--- config.mk ---
export PLATFORM = sky130hd
export DESIGN_NAME = xadc_drp_arbiter_flat
export DESIGN_NICKNAME = d
export VERILOG_FILES = /design/src/rtl/xadc_drp_arbiter_if.sv /design/src/rtl/xadc_drp_arbiter.sv /design/src/flat_wrapper.sv
export SDC_FILE = /design/constraint.sdc
export NUM_CORES = 1
export LEC_CHECK = 0
export CORE_MARGIN = 5
export CORE_UTILIZATION = 50
export CTS_CLUSTER_DIAMETER = 40
export DETAILED_ROUTE_END_ITERATION = 12
export DONT_BUFFER_PORTS = 1
export GPL_TIMING_DRIVEN = 0
export HOLD_SLACK_MARGIN = 0.1
export PLACE_DENSITY_LB_ADDON = 0.05
export SLEW_MARGIN = 0
export SYNTH_ARGS = -nofsm -noshare
export SYNTH_HDL_FRONTEND = slang
export SYNTH_SLANG_ARGS = --single-unit
--- constraint.sdc ---
create_clock -name clk -period 4.15 [get_ports clk]
set_input_delay 0.83 -clock clk [delete_from_list [all_inputs] [get_ports clk]]
set_output_delay 0.83 -clock clk [all_outputs]
set_load 0.03 [all_outputs]
--- src/rtl/xadc_drp_arbiter_if.sv ---
// xadc_drp_arbiter_if: client request/response and XADC DRP signals; write fields present only with DRP_WRITE_EN
interface xadc_drp_arbiter_if #(
  parameter int NUM_REQ = 2
);
  logic [NUM_REQ-1:0]   req_valid;
  logic [7*NUM_REQ-1:0] req_addr;
  logic [NUM_REQ-1:0]   req_ready;
  logic [NUM_REQ-1:0]   rsp_valid;
  logic [15:0]          rsp_data;
  logic                 rsp_err;
  logic                 drp_den;
  logic [6:0]           drp_daddr;
  logic                 drp_dwe;
  logic [15:0]          drp_di;
  logic [15:0]          drp_do;
  logic                 drp_drdy;
`ifdef DRP_WRITE_EN
  logic [NUM_REQ-1:0]    req_we;
  logic [16*NUM_REQ-1:0] req_wdata;
  modport slave (
    input  req_valid, req_addr, req_we, req_wdata, drp_do, drp_drdy,
    output req_ready, rsp_valid, rsp_data, rsp_err, drp_den, drp_daddr, drp_dwe, drp_di
  );
  modport master (
    output req_valid, req_addr, req_we, req_wdata, drp_do, drp_drdy,
    input  req_ready, rsp_valid, rsp_data, rsp_err, drp_den, drp_daddr, drp_dwe, drp_di
  );
`else
  modport slave (
    input  req_valid, req_addr, drp_do, drp_drdy,
    output req_ready, rsp_valid, rsp_data, rsp_err, drp_den, drp_daddr, drp_dwe, drp_di
  );
  modport master (
    output req_valid, req_addr, drp_do, drp_drdy,
    input  req_ready, rsp_valid, rsp_data, rsp_err, drp_den, drp_daddr, drp_dwe, drp_di
  );
`endif
endinterface

--- src/rtl/xadc_drp_arbiter.sv ---
// xadc_drp_arbiter: round-robin sharing of one XADC DRP among NUM_REQ clients with a drdy watchdog; DRP_WRITE_EN adds client writes
module xadc_drp_arbiter #(
  parameter int NUM_REQ = 2,
  parameter int TIMEOUT_CYC = 255
) (
  input  logic clk,
  input  logic reset_n,
  output logic busy,
  xadc_drp_arbiter_if.slave io
);
  localparam int PW = $clog2(NUM_REQ);
  typedef enum logic [1:0] {IDLE, ISSUE, WAIT} state_t;
  state_t state, state_n;
  logic [PW-1:0] rr_ptr, gnt, g_q, cand;
  logic gnt_any, timeout, wr;
  logic [6:0] addr_q;
  logic [9:0] cnt;
  logic [NUM_REQ-1:0] rsp_valid_q;
  logic [15:0] rsp_data_q, wdata;
`ifdef DRP_WRITE_EN
  logic we_q;
  logic [15:0] wdata_q;
  assign wr = we_q;
  assign wdata = wdata_q;
`else
  assign wr = 1'b0;
  assign wdata = 16'h0000;
`endif
  logic rsp_err_q;
  assign timeout = cnt == 10'(TIMEOUT_CYC - 1);
  assign busy = state != IDLE;
  assign io.rsp_valid = rsp_valid_q;
  assign io.rsp_data = rsp_data_q;
  assign io.rsp_err = rsp_err_q;
  assign io.drp_daddr = addr_q;
  // first requester searching cyclically from the client after the last winner
  always_comb begin
    gnt = '0;
    gnt_any = 1'b0;
    cand = '0;
    for (int k = 1; k <= NUM_REQ; k++) begin
      cand = PW'((int'(rr_ptr) + k) % NUM_REQ);
      if (!gnt_any && io.req_valid[cand]) begin
        gnt = cand;
        gnt_any = 1'b1;
      end
    end
  end
  // next state and DRP/handshake strobes
  always_comb begin
    state_n = state == IDLE ? (gnt_any ? ISSUE : IDLE) :
              state == ISSUE ? WAIT :
              (io.drp_drdy || timeout) ? IDLE : WAIT;
    io.req_ready = (state == IDLE && gnt_any && reset_n) ? NUM_REQ'(1) << gnt : '0;
    io.drp_den = state == ISSUE;
    io.drp_dwe = state == ISSUE && wr;
    io.drp_di = (state == ISSUE && wr) ? wdata : 16'h0000;
  end
  // state register
  always_ff @(posedge clk or negedge reset_n)
    if (!reset_n) state <= IDLE;
    else state <= state_n;
  // grant latch, watchdog counter and registered response
  always_ff @(posedge clk or negedge reset_n)
    if (!reset_n) begin
      rr_ptr <= PW'(NUM_REQ - 1);
      g_q <= '0;
      addr_q <= '0;
      cnt <= '0;
      rsp_valid_q <= '0;
      rsp_data_q <= '0;
      rsp_err_q <= 1'b0;
`ifdef DRP_WRITE_EN
      we_q <= 1'b0;
      wdata_q <= '0;
`endif
    end else begin
      rsp_valid_q <= '0;
      cnt <= state == WAIT ? cnt + 10'd1 : '0;
      if (state == IDLE && gnt_any) begin
        rr_ptr <= gnt;
        g_q <= gnt;
        addr_q <= io.req_addr[7*gnt +: 7];
`ifdef DRP_WRITE_EN
        we_q <= io.req_we[gnt];
        wdata_q <= io.req_wdata[16*gnt +: 16];
`endif
      end
      if (state == WAIT && (io.drp_drdy || timeout)) begin
        rsp_valid_q <= NUM_REQ'(1) << g_q;
        rsp_data_q <= (io.drp_drdy && !wr) ? io.drp_do : 16'h0000;
        rsp_err_q <= !io.drp_drdy;
      end
    end
endmodule
--- src/flat_wrapper.sv ---
// flat-port wrapper written by rule: the top's interface ports become plain ports
module xadc_drp_arbiter_flat 
#(
  parameter int NUM_REQ = 2,
  parameter int TIMEOUT_CYC = 255
)
  (clk, reset_n, busy, io_req_valid, io_req_addr, io_drp_do, io_drp_drdy, io_req_ready, io_rsp_valid, io_rsp_data, io_rsp_err, io_drp_den, io_drp_daddr, io_drp_dwe, io_drp_di);
  xadc_drp_arbiter_if #(.NUM_REQ(NUM_REQ)) io_i ();
  input  logic clk;
  input  logic reset_n;
  output logic busy;
  input wire logic [$bits(io_i.req_valid)-1:0] io_req_valid;
  input wire logic [$bits(io_i.req_addr)-1:0] io_req_addr;
  input wire logic [$bits(io_i.drp_do)-1:0] io_drp_do;
  input wire logic [$bits(io_i.drp_drdy)-1:0] io_drp_drdy;
  output wire logic [$bits(io_i.req_ready)-1:0] io_req_ready;
  output wire logic [$bits(io_i.rsp_valid)-1:0] io_rsp_valid;
  output wire logic [$bits(io_i.rsp_data)-1:0] io_rsp_data;
  output wire logic [$bits(io_i.rsp_err)-1:0] io_rsp_err;
  output wire logic [$bits(io_i.drp_den)-1:0] io_drp_den;
  output wire logic [$bits(io_i.drp_daddr)-1:0] io_drp_daddr;
  output wire logic [$bits(io_i.drp_dwe)-1:0] io_drp_dwe;
  output wire logic [$bits(io_i.drp_di)-1:0] io_drp_di;
  assign io_i.req_valid = io_req_valid;
  assign io_i.req_addr = io_req_addr;
  assign io_i.drp_do = io_drp_do;
  assign io_i.drp_drdy = io_drp_drdy;
  assign io_req_ready = io_i.req_ready;
  assign io_rsp_valid = io_i.rsp_valid;
  assign io_rsp_data = io_i.rsp_data;
  assign io_rsp_err = io_i.rsp_err;
  assign io_drp_den = io_i.drp_den;
  assign io_drp_daddr = io_i.drp_daddr;
  assign io_drp_dwe = io_i.drp_dwe;
  assign io_drp_di = io_i.drp_di;
  xadc_drp_arbiter #(.NUM_REQ(NUM_REQ), .TIMEOUT_CYC(TIMEOUT_CYC)) u_core (.clk(clk), .reset_n(reset_n), .busy(busy), .io(io_i));
endmodule
==> impl_metrics.ini <==
[cts]
cts_tree = yes
cts.repair.resized = 0
cts_setup_buffers = 0
clock_sinks = 40
clock_latency_ns = 0.28
h-tree-depth = 2
cts_made_buffers = 5
ctsHoldBuffers = 0
cts.clk_slew.worst_paths_ns = 0.08
cts_root_buf = clkbuf_8
clockBufferDepth = 2

[floorplanning]
num_io_pins = 82
chipHeight_um = 71.86
initial_utilization = 0.5187
fp.dieW_um = 71.86
fp-row-count = 22
die_area_sq_um = 5163
placeableCoreArea_sq_um = 3689

[place]
gp_congestion = 0.8154
preCtsSetupSlack_ns = 1.449
dp_cells = 247
io_buffers = 0
hpwl_um = 2949

[timing]
finalSetupViolCount = 0
fmax_ghz = 0.3344
post-route-min-period_ns = 2.990
drv_slew = 0
finalCritPeriodShare = 0.7206
finalHoldViolCount = 0
holdWs_ns = 0.2338
setup_tns_ns = 0
fin_skew_ns = 0.007475
tightest_slew_ns = 0.9588
slew_headroom = 0.3594
grt_setup_unrepaired = false
finalWorstSetupSlack_ns = 1.160

[drt]
vias_per_cell = 5.176
drt-initial-drc-count = 95
routed_wl_um = 3822
routedWlPerCell_um = 14.99
drc_errors = 0
vias = 1320
ant_nets = 0
first_pass_iters = 4

[pwr]
vdd_drop_max_uv = 352.2
p_per_area_nw_per_um2 = 689.9
leakagePower_nw = 0.9856

[grt]
grt_pass1_wl_um = 6403
antenna_found_initial = 0
grt_overflow_total = 0
grt_pass1_vias = 1366
grt_max_degree = 43
track_usage = 0.1562

[setup_path]
required_ns = 3.32
timing.rr.end = u_core.io.rsp_data[11]
crit_end = io_req_ready[0]
reg2reg_depth = 6
reg2reg_slack_ns = 2.36
end_kind = primary output
critPathLaunch = u_core.state[1]
start_kind = flip-flop
cp.arrival_ns = 2.16
critPathKind = flip-flop to primary output
crit_path_max_fanout = 10
r2r_start = u_core.cnt[0]

[yosys]
yosys_most_used_dff = dfrtp_1
async_flop_share = 1.000
ys_types = 37
synth_cells = 183
synth_top_area_cell = dfrtp_1
synth_edf_count = 0
yosys_warnings = 0
syn_area_per_cell_sq_um = 10.45
netlist_top_cells_area = dfrtp_1 51%, mux2_2 8.8%, nand2_1 6.9%, buf_4 6.7%, o21ai_0 4.4%
synth_area_sq_um = 1913
synth_top_area_share = 0.5101
synth-seq-cells = 40
ys_seq_area_frac = 0.5239

[finish]
nNetsFinal = 243
diodes = 0
nFillCells = 357
area_delta_synth_final_pct = 10.73
fin_util = 0.5743
drive_above_1_share = 0.2174
final_cell_mix = 39 x dfrtp_1, 35 x nand2_1, 17 x o21ai_0, 17 x buf_4, 17 x conb_1
final_common_cell = dfrtp_1
finalNonFillerCells = 255

[run]
max-cap-violations = 0

[hold_path]
hp-class = input pin to async pin

[run_status]
status = completed
[stage by stage]
step	cell area, sq um	total power, mW
after floorplan	1973	1.144
after global placement	2033	1.210
after detailed placement	2033	1.232
after CTS	2118	1.483
after global routing	2118	1.561
final	2118	1.461
[metal layers]
layer  vias to the layer above  GRT usage  share of wire
li1                        635          -              -
met1                       629     0.1719           0.37
met2                        54     0.2582           0.50
met3                         2    0.07854           0.13
met4                         0    0.05846         0.0024
met5                         -          0              0
[critical path, cell delays in order, from the launching register on]
cell and delay [ns]:
dfrtp_1 0.43, nor2_1 0.37, o21ai_2 0.25, nor3b_1 0.83
[synth_stat cells, drive strengths merged, types with 2 or more instances]
| library cell | instances |
|---|---|
| xor2 | 2 |
| mux2 | 15 |
| ha | 2 |
| nand3 | 5 |
| dfrtp | 39 |
| nor3b | 3 |
| or3 | 4 |
| buf | 19 |
| a21oi | 6 |
| clkbuf | 3 |
| inv | 4 |
| nand2 | 35 |
| nor2 | 6 |
| o21ai | 21 |
[sequential cells by signal, indices dropped and copies added (netlist names)]
register / flops
u_core.rr_ptr: 1
u_core.io.rsp_data: 16
u_core.io.drp_daddr: 7
u_core.io.rsp_valid: 2
u_core.cnt: 10
u_core.g_q: 1
u_core.state: 2
u_core.io.rsp_err: 1
[logic make-up after synthesis]
family                     after synthesis  synth area share
AOI/OAI and AO/OA                       33           0.09876
other                                    1          0.001960
muxes                                   15           0.08829
and+or+nand+nor                         63            0.1714
xor gates and xnor gates                 3           0.01374
adders and majority gates                2           0.01308
buffers and inverters                   26           0.08894
DFF                                     40            0.5239
[worst min-delay path by stage]
stage | from | to | slack (ns)
detailed placement | u_core.g_q | u_core.io.rsp_valid[0] | 0.46
finish | reset_n | u_core.io.rsp_data[5] | 0.23
global route | reset_n | u_core.io.rsp_data[5] | 0.21
global placement | u_core.g_q | u_core.io.rsp_valid[0] | 0.46
floorplan | u_core.g_q | u_core.io.rsp_valid[0] | 0.43
CTS | reset_n | u_core.io.rsp_valid[0] | 0.22
[where the power goes]
| part | leakage [nW] | switching [mW] | internal [mW] |
|---|---|---|---|
| clock | 0.0424 | 0.124 | 0.120 |
| sequential | 0.509 | 0.332 | 0.530 |
| combinational | 0.434 | 0.210 | 0.145 |
| total | 0.986 | 0.666 | 0.795 |
[area by class of cell]
class / count / area [sq um] / area share
sequential: 40 / 1002 / 0.4731
multi-input combinational: 133 / 800.8 / 0.3780
buffer: 22 / 155.1 / 0.07324
clock buffer: 7 / 76.32 / 0.03603
tap: 48 / 60.06 / 0.02835
inverter: 4 / 15.01 / 0.007088
clock inverter: 1 / 8.758 / 0.004135
(Power assumes the default switching activity.)
